$ cat src/rtl/debounce_pkg.sv
// Shared constants, counter-width helper and per-channel event payload for the debounce bank.
package debounce_pkg;

  localparam int unsigned DEFAULT_NUM_BTN        = 4;
  localparam int unsigned DEFAULT_CLK_DIV        = 50000;
  localparam int unsigned DEFAULT_DEBOUNCE_TICKS = 16;
  localparam int unsigned DEFAULT_LONG_TICKS     = 1000;

  // Minimum number of bits that can hold max_val without wrapping (at least 1).
  function automatic int unsigned cnt_width(input int unsigned max_val);
    int unsigned w;
    w = 1;
    for (int unsigned i = 1; i < 32; i++) begin
      if ((max_val >> i) != 0) begin
        w = i + 1;
      end
    end
    return w;
  endfunction

  // One-clk event pulses produced by a single channel.
  typedef struct packed {
    logic held_long;
    logic released;
    logic pressed;
  } btn_evt_t;

endpackage

$ cat src/rtl/debounce_channel.sv
// One button channel: change-window debounce, stable level, hold timer and event pulses.
module debounce_channel
  import debounce_pkg::*;
#(
  parameter int unsigned DEBOUNCE_TICKS = DEFAULT_DEBOUNCE_TICKS,
  parameter int unsigned LONG_TICKS     = DEFAULT_LONG_TICKS
) (
  input  logic     clk,
  input  logic     rst_n,
  input  logic     tick_i,
  input  logic     din_i,
  output logic     level_o,
  output btn_evt_t evt_o
);

  localparam int unsigned CW      = cnt_width(DEBOUNCE_TICKS);
  localparam int unsigned HW      = cnt_width(LONG_TICKS);
  localparam bit          LONG_EN = (LONG_TICKS != 0);

  logic [CW-1:0] cnt_q, cnt_d;
  logic [HW-1:0] hold_q, hold_d;
  logic          level_q, level_d;
  btn_evt_t      evt_q, evt_d;

  // Next-state: all state moves on tick only; pulses default low so they last one clk.
  always_comb begin
    cnt_d   = cnt_q;
    hold_d  = hold_q;
    level_d = level_q;
    evt_d   = '0;
    if (tick_i) begin
      if (din_i == level_q) begin
        cnt_d = '0;
      end else if (cnt_q == CW'(DEBOUNCE_TICKS - 1)) begin
        cnt_d          = '0;
        level_d        = din_i;
        evt_d.pressed  = din_i;
        evt_d.released = ~din_i;
      end else begin
        cnt_d = cnt_q + CW'(1);
      end

      // Hold timer runs on ticks after the press was accepted; a release clears it.
      if (!level_d) begin
        hold_d = '0;
      end else if (LONG_EN && level_q && (hold_q != HW'(LONG_TICKS))) begin
        hold_d          = hold_q + HW'(1);
        evt_d.held_long = (hold_d == HW'(LONG_TICKS));
      end
    end
  end

  // Channel state registers.
  always_ff @(posedge clk or negedge rst_n) begin
    if (!rst_n) begin
      cnt_q   <= '0;
      hold_q  <= '0;
      level_q <= 1'b0;
      evt_q   <= '0;
    end else begin
      cnt_q   <= cnt_d;
      hold_q  <= hold_d;
      level_q <= level_d;
      evt_q   <= evt_d;
    end
  end

  assign level_o = level_q;
  assign evt_o   = evt_q;

endmodule

$ cat src/rtl/debounce_bank.sv
// Bank of button debouncers sharing one input synchronizer stage and one sample prescaler.
module debounce_bank
  import debounce_pkg::*;
#(
  parameter int unsigned NUM_BTN        = DEFAULT_NUM_BTN,
  parameter int unsigned CLK_DIV        = DEFAULT_CLK_DIV,
  parameter int unsigned DEBOUNCE_TICKS = DEFAULT_DEBOUNCE_TICKS,
  parameter int unsigned LONG_TICKS     = DEFAULT_LONG_TICKS
) (
  input  logic               clk,
  input  logic               rst_n,
  input  logic [NUM_BTN-1:0] in_button,
  output logic [NUM_BTN-1:0] out_button,
  output logic [NUM_BTN-1:0] btn_press,
  output logic [NUM_BTN-1:0] btn_release,
  output logic [NUM_BTN-1:0] btn_long
);

  localparam int unsigned DW = cnt_width(CLK_DIV - 1);

  logic [NUM_BTN-1:0] sync1_q, sync2_q;
  logic [DW-1:0]      div_q, div_d;
  logic               tick_c;

  // Two-flop synchronizer for the raw asynchronous button levels.
  always_ff @(posedge clk or negedge rst_n) begin
    if (!rst_n) begin
      sync1_q <= '0;
      sync2_q <= '0;
    end else begin
      sync1_q <= in_button;
      sync2_q <= sync1_q;
    end
  end

  // Prescaler next-state: tick is a one-clk enable at the top of the count.
  always_comb begin
    tick_c = (div_q == DW'(CLK_DIV - 1));
    div_d  = tick_c ? '0 : div_q + DW'(1);
  end

  // Prescaler register.
  always_ff @(posedge clk or negedge rst_n) begin
    if (!rst_n) begin
      div_q <= '0;
    end else begin
      div_q <= div_d;
    end
  end

  for (genvar i = 0; i < NUM_BTN; i++) begin : g_chan
    btn_evt_t evt;

    debounce_channel #(
      .DEBOUNCE_TICKS (DEBOUNCE_TICKS),
      .LONG_TICKS     (LONG_TICKS)
    ) u_chan (
      .clk     (clk),
      .rst_n   (rst_n),
      .tick_i  (tick_c),
      .din_i   (sync2_q[i]),
      .level_o (out_button[i]),
      .evt_o   (evt)
    );

    assign btn_press[i]   = evt.pressed;
    assign btn_release[i] = evt.released;
    assign btn_long[i]    = evt.held_long;
  end

endmodule

$ cat config.mk
export PLATFORM = sky130hd
export DESIGN_NAME = debounce_bank
export DESIGN_NICKNAME = d
export VERILOG_FILES = /design/src/rtl/debounce_pkg.sv /design/src/rtl/debounce_channel.sv /design/src/rtl/debounce_bank.sv
export SDC_FILE = /design/constraint.sdc
export NUM_CORES = 1
export LEC_CHECK = 0
export CAP_MARGIN = 20
export CELL_PAD_IN_SITES_DETAIL_PLACEMENT = 2
export CELL_PAD_IN_SITES_GLOBAL_PLACEMENT = 2
export CORE_MARGIN = 5
export CORE_UTILIZATION = 39
export CTS_BUF_LIST = sky130_fd_sc_hd__clkbuf_16
export CTS_CLUSTER_SIZE = 8
export DETAILED_ROUTE_END_ITERATION = 10
export PLACE_DENSITY_LB_ADDON = 0.1
export SETUP_SLACK_MARGIN = 0.5
export SLEW_MARGIN = 20
export SYNTH_ARGS = -nofsm -noshare
export SYNTH_HDL_FRONTEND = slang
export SYNTH_SLANG_ARGS = --single-unit
export TNS_END_PERCENT = 100
$ cat constraint.sdc
create_clock -name clk -period 2.2 [get_ports clk]
set_input_delay 0.66 -clock clk [delete_from_list [all_inputs] [get_ports clk]]
set_output_delay 0.66 -clock clk [all_outputs]
set_load 0.01 [all_outputs]
==> results.toml, run 1 <==
[placed_design]
portBuffers = 21
gp_congestion = 0.788
dpl.hpwl_um = 9870
dp_slack_ps = 33.8

[die]
num_rows = 42
pin_count = 22
die_h_um = 127
start_util = 0.399
dieWidth_um = 127

[global_route]
antenna_found_initial = 0
grt_max_degree = 40

[sta]
worstEpCategory = "register input"
worst_endpoint = "g_chan[1].u_chan.hold_q[2]$_DFFE_PN0P_/D"

[yosys]
synth_area_leader_cell = "dfrtp_1"
yosysUniqueCellTypes = 59
avgSynthCellArea_sq_um = 9.47
netlist_instances = 560
synth_ff_type = "dfrtp_1"
async_flop_share = 1.00
synth-edff-count = 0
yosysWarnings = 0
synthesis.nets = 583
synth_top_area_share = 0.472
synth-seq-cells = 100
ys_seq_area_frac = 0.472
synthTopCellsByArea = "dfrtp_1 47%, o21ai_0 5.2%, nand2_1 4.7%, ha_1 4.0%, xnor2_1 3.1%"
syn-cell-area_sq_um = 5300

[status]
status = "stopped before the end"
error = "[ERROR DPL-0033] detailed placement checks failed during check placement."
stop_stage = "global routing (5_1_grt)"

[clock_tree]
cts_buffers = 9
clkSinkCount = 100
cts-root-buf = "clkbuf_16"
ctsLongestPathBuffers = 2
postCtsHoldBufs = 0
htreeDepth = 3
==> cell families after synthesis <==
logic type | after synthesis | share of synthesized area
xor gates and xnor gates | 30 | 0.0496
muxes | 10 | 0.0193
buffers and inverters | 47 | 0.0380
and+or+nand+nor | 232 | 0.236
DFF | 100 | 0.472
AOI/OAI and AO/OA | 124 | 0.145
adders and majority gates | 17 | 0.0401
==> cell usage after synthesis (3+ instances only) <==
master / count
nand2b_1: 9
nor4b_1: 4
o21ai_0: 55
and3_1: 13
xnor2_1: 19
xor2_1: 11
nand3_1: 31
dfrtp_1: 100
nor3b_1: 8
inv_1: 16
nor3_1: 5
ha_1: 17
nor2_1: 34
a21oi_1: 16
clkbuf_1: 23
mux2i_1: 8
o41ai_1: 4
nor4_1: 3
nand4b_1: 7
a22o_1: 3
nand4_1: 15
a21o_1: 4
o21a_1: 3
nand3b_1: 5
a31oi_1: 8
buf_4: 4
and2_1: 4
o31ai_1: 14
nand2_1: 67
nor2b_1: 8
or3_1: 5
==> what timing repair did <==
item / CTS
resized for setup: 192
setup endpoints to repair: 84
gates cloned: 3
setup buffers: 62
pin swaps: 42
==> through the flow <==
step | instance area, sq um | std cells | hold slack [ps] | util
3_5_place_dp | 5820 | 747 | 337 | 0.438
3_3_place_gp | 5820 | 747 | 332 | 0.438
2_1_floorplan | 5380 | 560 | 331 | -
4_1_cts | 7300 | 828 | 206 | 0.549
==> run 2: changes to the inputs <==
==> config.mk (replaced) <==
export PLATFORM = sky130hd
export DESIGN_NAME = debounce_bank
export DESIGN_NICKNAME = d
export VERILOG_FILES = /design/src/rtl/debounce_pkg.sv /design/src/rtl/debounce_channel.sv /design/src/rtl/debounce_bank.sv
export SDC_FILE = /design/constraint.sdc
export NUM_CORES = 1
export LEC_CHECK = 0
export CAP_MARGIN = 20
export CORE_MARGIN = 5
export CORE_UTILIZATION = 25
export DETAILED_ROUTE_END_ITERATION = 10
export PLACE_DENSITY_LB_ADDON = 0.15
export SLEW_MARGIN = 20
export SYNTH_ARGS = -nofsm -noshare
export SYNTH_HDL_FRONTEND = slang
export SYNTH_SLANG_ARGS = --single-unit
export TNS_END_PERCENT = 100
==> run 2 against run 1 <==
Synthesized cell count did not move. The run now ends clean. Area after synthesis did not move.
==> results.toml, run 2 <==
[status]
status = "finished, final reports clean"

[die]
pin_count = 22
num_rows = 53
start_util = 0.253
die-area_sq_um = 24200
core-area_sq_um = 21000
die_h_um = 156
dieWidth_um = 156

[clock_tree]
cts_tree = "built"
htreeDepth = 3
cts-root-buf = "clkbuf_16"
clk_pin_slew_ps = 70
cts_buffers = 9
clk_latency_ps = 350
clkSinkCount = 100
ctsLongestPathBuffers = 2
cts_setup_buffers = 0

[power]
p_leak_nw = 2.64
vdd_drop_max_v = 0.000267
power_density_nw_per_um2 = 550

[routing]
dr.pass1.iters = 5
ant_nets = 0
drt_iter0_markers = 165
drt_wl_total_um = 11700
routed_via_density = 4.77
vias = 4148
wire_per_inst_um = 13.5
route.detailed.drc = 0

[sta]
relSlewSlack = 0.607
finalSetupViolCount = 0
finalMaxSlewViolations = 0
fin_crit_ps = 2110
clock_skew_ps = 5.51
rsz0062_at_grt = "no"
period_share = 0.960
tightest_slew_ps = 583
finalHoldViolations = 0
max_freq_ghz = 0.474
fin_tns_setup_ps = 0

[worst_setup_path]
start_kind = "register"
cp_cell_sequence = "clkdlybuf4s50_1"
startpoint = "g_chan[3].u_chan.level_o$_DFFE_PN0P_"
crit_arrival_ps = 1450
cp_top_family = "buffers and inverters"
worstSetupEndpointType = "output port"
worstReg2RegEnd = "g_chan[2].u_chan.hold_q[8]$_DFFE_PN0P_"
cp-endpoint = "out_button[3]"
criticalPathCategory = "register to output port"
required_ps = 1540
crit_slowest_cell = "clkdlybuf4s50_1"
path_buf_inv = 1
path_depth = 1
cp_max_fo = 8
regToRegSetupSlack_ps = 230
timing.rr.start = "g_chan[2].u_chan.cnt_q[0]$_DFFE_PN0P_"
max_stage_delay_ps = 600
reg2reg_depth = 6

[global_route]
use_met1 = 0.144
grt.met3_usage = 0.0197
grt_pass1_vias = 4141
antenna_found_initial = 0
grt_max_degree = 66
track_usage = 0.104
grt_pass1_wl_um = 20700
top_usage_layer = "met2"
grt_use_met2 = 0.159
grt_overflow = 0

[hold_path]
hold_path.class = "input port to async pin"

[finish]
area_growth_pct = 17.7
regMostFlops = "g_chan.u_chan.hold_q"
antenna_cells = 0
final_cell_mix = "99 x dfrtp_1, 67 x nand2_1, 55 x o21ai_0"
drive_gt1_frac = 0.0909
final_common_cell = "dfrtp_1"
largest_register_ffs = 40
top_regs = "g_chan.u_chan.hold_q x40, g_chan.u_chan.cnt_q x20, div_q x16"
nets = 612
fin_util = 0.298

[job]
maxCapViolCount = 0

[yosys]
synthesis.nets = 583
synth_ff_type = "dfrtp_1"
synth_common_cells = "100 x dfrtp_1, 67 x nand2_1, 55 x o21ai_0"
synth_area_leader_cell = "dfrtp_1"
synth-edff-count = 0
async_flop_share = 1.00
netlist_instances = 560
synth_top_area_share = 0.472
yosysUniqueCellTypes = 59
ys_seq_area_frac = 0.472
synthTopCellsByArea = "dfrtp_1 47%, o21ai_0 5.2%, nand2_1 4.7%, ha_1 4.0%, xnor2_1 3.1%"
avgSynthCellArea_sq_um = 9.47
syn-cell-area_sq_um = 5300
synth_most_common_cell = "dfrtp_1"
synth-seq-cells = 100
yosysWarnings = 0

[placed_design]
gp_congestion = 0.775
portBuffers = 21
dpl.hpwl_um = 8020
run 2: cell counts after synthesis:
No cell type changed its count.
run 2: worst min-delay path by stage:
stage / end / cells past startpoint / startpoint
floorplan: sync2_q[0]$_DFF_PN0_ / 0 / sync1_q[0]$_DFF_PN0_
global placement: sync2_q[3]$_DFF_PN0_ / 0 / sync1_q[3]$_DFF_PN0_
detailed placement: sync2_q[2]$_DFF_PN0_ / 0 / sync1_q[2]$_DFF_PN0_
CTS: g_chan[1].u_chan.hold_q[0]$_DFFE_PN0P_ / 2 / rst_n
global route: g_chan[1].u_chan.cnt_q[1]$_DFFE_PN0P_ / 2 / rst_n
finish: g_chan[1].u_chan.hold_q[8]$_DFFE_PN0P_ / 2 / rst_n
run 2: cell families after synthesis:
logic type / synth area share
multiplexers: 0.0193
AND/OR/NAND/NOR: 0.236
adder cells (fa/ha/maj): 0.0401
flip-flops: 0.472
buffers and inverters: 0.0380
AO/OA/AOI/OAI: 0.145
XOR/XNOR: 0.0496
run 2: power by group:
group | internal [mW] | switching, mW | total (mW) | leakage, nW
combinational | 0.0225 | 0.0476 | 0.0701 | 1.15
sequential | 1.84 | 0.00585 | 1.85 | 1.36
clock | 0.776 | 0.738 | 1.51 | 0.125
run 2: final cells by class:
| class | instances | area (sq um) |
|---|---|---|
| inverter | 16 | 60.1 |
| multi-input combinational | 413 | 2600 |
| tap | 275 | 344 |
| clock buffer | 10 | 229 |
| timing repair buffer | 49 | 455 |
| sequential | 100 | 2500 |
| clock inverter | 6 | 48.8 |
| fill | 2204 | 14700 |
run 2: per-layer routing:
layer / vias up / part of all wire
met5: - / 0
met4: 0 / 0.018
li1: 2060 / -
met3: 14 / 0.031
met2: 60 / 0.45
met1: 2014 / 0.50
run 2: worst reg2reg max path, cell delays in order (launching register included):
cell and delay, ps:
dfrtp_1 390, ha_1 230, nand4b_1 140, mux2_2 360, nand2_1 170, or4_1 520, nand3_1 90
run 2: stage by stage:
step | worst slack [ps] | cells | cell area, sq um | power (mW) | hold WS, ps
after floorplan | 289 | 560 | 5300 | 1.90 | 331
after global placement | 113 | 853 | 5960 | 1.96 | 335
after detailed placement | 82.3 | 853 | 5960 | 1.96 | 335
after CTS | 26.2 | 869 | 6240 | 3.54 | 266
after global routing | 0.761 | 869 | 6240 | 3.60 | 285
final | 88.2 | 869 | 6240 | 3.43 | 270
run 2: repair_timing:
item | in CTS | in global routing
resized for setup | 0 | 4
setup endpoints to repair | 0 | 10
hold buffers | 0 | 0
No activity file was read; power rests on OpenSTA's default activity.
